[src/rtl/uart_tx_serializer.sv]
// UART transmitter: one byte per ready/enable handshake, sent LSB first as 8N1/8N2.
// Defining UART_TX_PARITY_EN adds an even-parity bit after the data (8E1/8E2).
module uart_tx_serializer #(
   parameter int CLKS_PER_BIT = 36,
   parameter int STOP_BITS    = 1
) (
   input  logic       clock,
   input  logic       reset,
   input  logic [7:0] uart_data,
   input  logic       uart_clock_enable,
   output logic       uart_ready,
   output logic       tx,
   output logic       busy
);

   localparam int CW = $clog2(CLKS_PER_BIT);
   localparam logic [CW-1:0] LAST = CW'(CLKS_PER_BIT - 1);
   localparam logic LAST_STOP = 1'(STOP_BITS - 1);

`ifdef UART_TX_PARITY_EN
   typedef enum logic [2:0] {
      IDLE, START, DATA, PARITY, STOP
   } state_t;
`else
   typedef enum logic [2:0] {
      IDLE, START, DATA, STOP
   } state_t;
`endif

   state_t        state;
   logic [CW-1:0] cnt;
   logic [2:0]    idx;
   logic [7:0]    shift;
   logic          armed;
   logic          stop_n;
   logic          bit_end;
`ifdef UART_TX_PARITY_EN
   logic          par;
`endif

   assign bit_end = (cnt == LAST);

   // Frame sequencer; tx/uart_ready/busy are registered alongside state.
   always_ff @(posedge clock or negedge reset) begin
      if (!reset) begin
         state      <= IDLE;
         cnt        <= '0;
         idx        <= '0;
         shift      <= '0;
         armed      <= 1'b1;
         stop_n     <= 1'b0;
         tx         <= 1'b1;
         uart_ready <= 1'b1;
         busy       <= 1'b0;
`ifdef UART_TX_PARITY_EN
         par        <= 1'b0;
`endif
      end else begin
         // A dropped enable re-arms, so a held enable sends a byte only once.
         if (!uart_clock_enable)
            armed <= 1'b1;

         if (state != IDLE) begin
            if (bit_end)
               cnt <= '0;
            else
               cnt <= cnt + 1'b1;
         end

         unique case (state)
            IDLE: begin
               tx <= 1'b1;
               if (uart_clock_enable && uart_ready && armed) begin
                  shift      <= uart_data;
                  armed      <= 1'b0;
                  uart_ready <= 1'b0;
                  busy       <= 1'b1;
                  tx         <= 1'b0;
                  cnt        <= '0;
                  state      <= START;
`ifdef UART_TX_PARITY_EN
                  par        <= ^uart_data;
`endif
               end
            end
            START: begin
               if (bit_end) begin
                  idx   <= '0;
                  tx    <= shift[0];
                  state <= DATA;
               end
            end
            DATA: begin
               if (bit_end) begin
                  shift <= shift >> 1;
                  if (idx == 3'd7) begin
`ifdef UART_TX_PARITY_EN
                     tx    <= par;
                     state <= PARITY;
`else
                     tx     <= 1'b1;
                     stop_n <= 1'b0;
                     state  <= STOP;
`endif
                  end else begin
                     idx <= idx + 3'd1;
                     tx  <= shift[1];
                  end
               end
            end
`ifdef UART_TX_PARITY_EN
            PARITY: begin
               if (bit_end) begin
                  tx     <= 1'b1;
                  stop_n <= 1'b0;
                  state  <= STOP;
               end
            end
`endif
            STOP: begin
               tx <= 1'b1;
               if (bit_end) begin
                  if (stop_n != LAST_STOP) begin
                     stop_n <= stop_n + 1'b1;
                  end else begin
                     uart_ready <= 1'b1;
                     busy       <= 1'b0;
                     state      <= IDLE;
                  end
               end
            end
            default: begin
               tx    <= 1'b1;
               state <= IDLE;
            end
         endcase
      end
   end

endmodule
[config.mk]
export PLATFORM = sky130hd
export DESIGN_NAME = uart_tx_serializer
export DESIGN_NICKNAME = d
export VERILOG_FILES = /design/src/rtl/uart_tx_serializer.sv
export SDC_FILE = /design/constraint.sdc
export NUM_CORES = 1
export LEC_CHECK = 0
export CELL_PAD_IN_SITES_DETAIL_PLACEMENT = 1
export CELL_PAD_IN_SITES_GLOBAL_PLACEMENT = 1
export CORE_UTILIZATION = 43
export DETAILED_ROUTE_END_ITERATION = 8
export GPL_TIMING_DRIVEN = 0
export PLACE_DENSITY = 0.79
export SYNTH_ARGS = -nofsm -noshare
export SYNTH_HDL_FRONTEND = slang
export SYNTH_SLANG_ARGS = --single-unit
[constraint.sdc]
create_clock -name clock -period 2.2 [get_ports clock]
set_clock_uncertainty 0.15 [all_clocks]
set_input_delay 0.44 -clock clock [delete_from_list [all_inputs] [get_ports clock]]
set_output_delay 0.44 -clock clock [all_outputs]
set_load 0.01 [all_outputs]
==> impl_metrics.py <==
metrics = {
    "outcome": {
        "outcome": "completed",
    },
    "clock_tree": {
        "insertion_delay_ps": 320,
        "htree_levels": 1,
        "cts_hold_buf": 0,
        "clock-sinks": 23,
        "root_buffer": "clkbuf_4",
        "path_clk_slew_ps": 130,
        "cts_buffers": 3,
        "clk_path_buf_depth": 2,
        "cts_tree": "done",
    },
    "global_routing": {
        "grt_max_degree": 24,
        "first_global_vias": 1054,
        "antenna_found_initial": 0,
        "track_usage_pct": 18.97,
        "grt-ovfl-total": 0,
        "grt_pass1_wl_mm": 4.726,
    },
    "logic_synthesis": {
        "synth_fa_ha_area_share_pct": 6.757,
        "async_reset_ff_share_pct": 100.0,
        "synth_top_family_by_area": "compound AO/OA/AOI/OAI gates",
        "ys_top_cells_by_count": "20 x dfrtp_1, 17 x mux2_2, 10 x nand2_1, 9 x a21oi_1, 9 x o21ai_0",
        "netlist_area_um2": 1296,
        "syn_area_per_cell_um2": 10.71,
        "synth_area_leaders": "dfrtp_1 39%, mux2_2 15%, ha_1 6.8%",
        "netlist_instances": 121,
        "synth-xor-area-share_pct": 0.6757,
        "synthMuxAreaShare_pct": 14.77,
        "yosysSeqAreaShare_pct": 44.69,
        "synth.largest_area_cell": "dfrtp_1",
        "synth_cell_type_count": 33,
        "synth-compound-area-share_pct": 16.02,
        "synth_edf_count": 0,
        "syn_nets": 139,
        "synthFlopType": "dfrtp_1",
        "synth_top_area_share_pct": 38.61,
        "synth-simple-area-share_pct": 12.93,
        "synth.most_common_cell": "dfrtp_1",
        "yosysWarnings": 0,
        "ys_ff_latch": 23,
    },
    "place": {
        "gp_congestion": 0.7493,
        "placed_cell_area_um2": 1465,
        "post-place-ws_ps": -298.7,
        "port_buffers": 13,
        "dp_hpwl_mm": 2.120,
    },
    "floorplan": {
        "dieWidth_um": 56.91,
        "placementRows": 19,
        "die_h_um": 56.91,
        "initial_core_util_pct": 46.21,
        "dieArea_um2": 3238,
        "io_pins": 14,
        "core_area_um2": 2805,
    },
    "sta": {
        "relSlewSlack_pct": 31.38,
        "slew_viol_final": 0,
        "period_needed_ps": 2118,
        "timing.final.crit_share_pct": 96.25,
        "hold_viol": 0,
        "tns_ps": 0,
        "fin_ws_ps": 82.50,
        "rsz0062_at_grt": "false",
        "worst_pin_slew_ps": 1026,
        "max_freq_ghz": 0.4723,
        "setup_viol": 0,
    },
    "pwr": {
        "switchingPower_mw": 0.7918,
        "internal_power_mw": 1.249,
        "vdd_drop_max_uv": 665.6,
        "seq_power_share_pct": 35.6,
        "leakagePower_nw": 0.6572,
        "pwr-share-clk_pct": 9.8,
        "powerDensity_nw_per_um2": 1345,
        "pwr-share-comb_pct": 54.5,
        "power_mw": 2.041,
        "swShare_pct": 38.79,
    },
    "drt": {
        "drt_iter0_markers": 22,
        "vias": 988,
        "vias_per_cell": 5.778,
        "drt-total-wl_mm": 2.783,
        "antenna_left": 0,
        "firstDrtPassIters": 4,
        "wl_per_cell_um": 16.27,
        "drc": 0,
    },
    "worst_setup_path": {
        "cp_top_family": "flip-flops",
        "cp.arrival_ps": 2180,
        "cp_cell_sequence": "ha_2 -> and3b_2 -> nand2_1 -> a211oi_4 -> buf_4 -> mux2_2",
        "r2r_start": "cnt[0]",
        "cp-start-kind": "register",
        "reg2reg_slack_ps": 80,
        "r2r-end": "shift[2]",
        "crit_cells": 6,
        "crit_required_ps": 2260,
        "cp_max_fo": 6,
        "crit_path_max_incr_delay_ps": 420,
        "rr_worst_depth": 6,
        "path_class": "reg2reg",
        "cp_num_buf_inv": 1,
        "endpoint_kind": "register",
        "slowest_stage": "dfrtp_1",
    },
    "layout": {
        "post-route-util_pct": 54.10,
        "drive_above_1_share_pct": 26.43,
        "final_nets": 159,
        "final_area_um2": 1518,
        "antenna_cells": 0,
        "fill_cells": 323,
        "area_growth_pct": 17.09,
    },
    "worst_hold_path": {
        "holdCritPathClass": "reg2reg",
        "hp-start": "armed",
        "hold_depth": 2,
        "whs_endpoint": "armed",
    },
    "job": {
        "maxCapViolCount": 0,
    },
}
-- state kept, by name (all words and copies together) (netlist names) --
signal      count
shift           8
tx              1
idx             3
state           2
cnt             6
uart_ready      1
armed           1
busy            1
-- metal layers --
layer  up-vias  wire (µm)  global-route usage [%]
li1        477          -                       -
met1       492       1190                   23.17
met2        14       1467                   34.62
met3         5         81                   2.074
met4         0         43                   6.272
met5         -          0                       0
-- repair_timing --
| item | CTS | global route |
|---|---|---|
| setup buffers | 2 | 0 |
| pin swaps | 1 | 0 |
| endpoints found under the setup margin | 7 | 10 |
| resized for setup | 1 | 4 |
-- worst max-delay path by stage --
stage                            startpoint        to  slack (ps)
after global placement    uart_clock_enable  shift[4]        -250
final                                cnt[0]  shift[2]          80
after detailed placement  uart_clock_enable  shift[2]        -300
after global routing                 cnt[0]  shift[3]           7
after CTS                          state[0]  shift[2]          60
after floorplan                    state[0]  shift[1]         230
-- cell type report --
type                       instances  area (µm²)  area share (%)
sequential                        23       579.3           38.17
buffer                             6       38.79           2.556
tap                               31       38.79           2.556
inverter                           5       18.77           1.237
clock buffer                       3       22.52           1.484
multi-input combinational         87       669.4           44.11
clock inverter                     1       5.005          0.3298
timing repair buffer              15       145.1           9.563
-- logic make-up after synthesis --
| kind of cell | Yosys count |
|---|---|
| AO/OA/AOI/OAI | 31 |
| AND/OR/NAND/NOR | 31 |
| XOR/XNOR | 1 |
| flip-flops | 23 |
| buffers and inverters | 11 |
| adder cells (fa/ha/maj) | 7 |
| multiplexers | 17 |
-- power groups by stage --
stage / clock network [mW] / logic, mW / registers, mW
after floorplan: 0 / 0.805 / 0.707
after CTS: 0.212 / 1.11 / 0.728
after detailed placement: 0 / 1.07 / 0.739
after global routing: 0.222 / 1.23 / 0.747
after global placement: 0 / 0.994 / 0.716
final: 0.201 / 1.11 / 0.727
-- placed cells by master, fill, tap and decap left out, types with 2 or more instances in the layout --
cell and count:
o22ai_1 2, nand3b_1 2, clkbuf_1 2, nor2_1 3
dfstp_2 3, mux2_2 17, dfrtp_1 20, nor3_1 3
nand2_1 10, ha_1 6, a21oi_1 8, buf_4 3
clkbuf_4 4, inv_1 5, a22o_1 6, o21ai_0 9
nand3_1 4, clkdlybuf4s50_1 13
-- worst min-delay path: stages (launching register included) --
cell     delay (ps)
dfstp_2         400
nand2_1          50
nand2_1          50
-- metrics by stage --
| stage | std cells | hold slack, ps |
|---|---|---|
| after floorplan | 121 | -5.591 |
| after detailed placement | 165 | 312.5 |
| after global routing | 171 | 363.9 |
| after CTS | 171 | 331.7 |
| final | 171 | 329.0 |
| after global placement | 165 | 305.4 |
No activity file was read; power rests on OpenSTA's default activity.
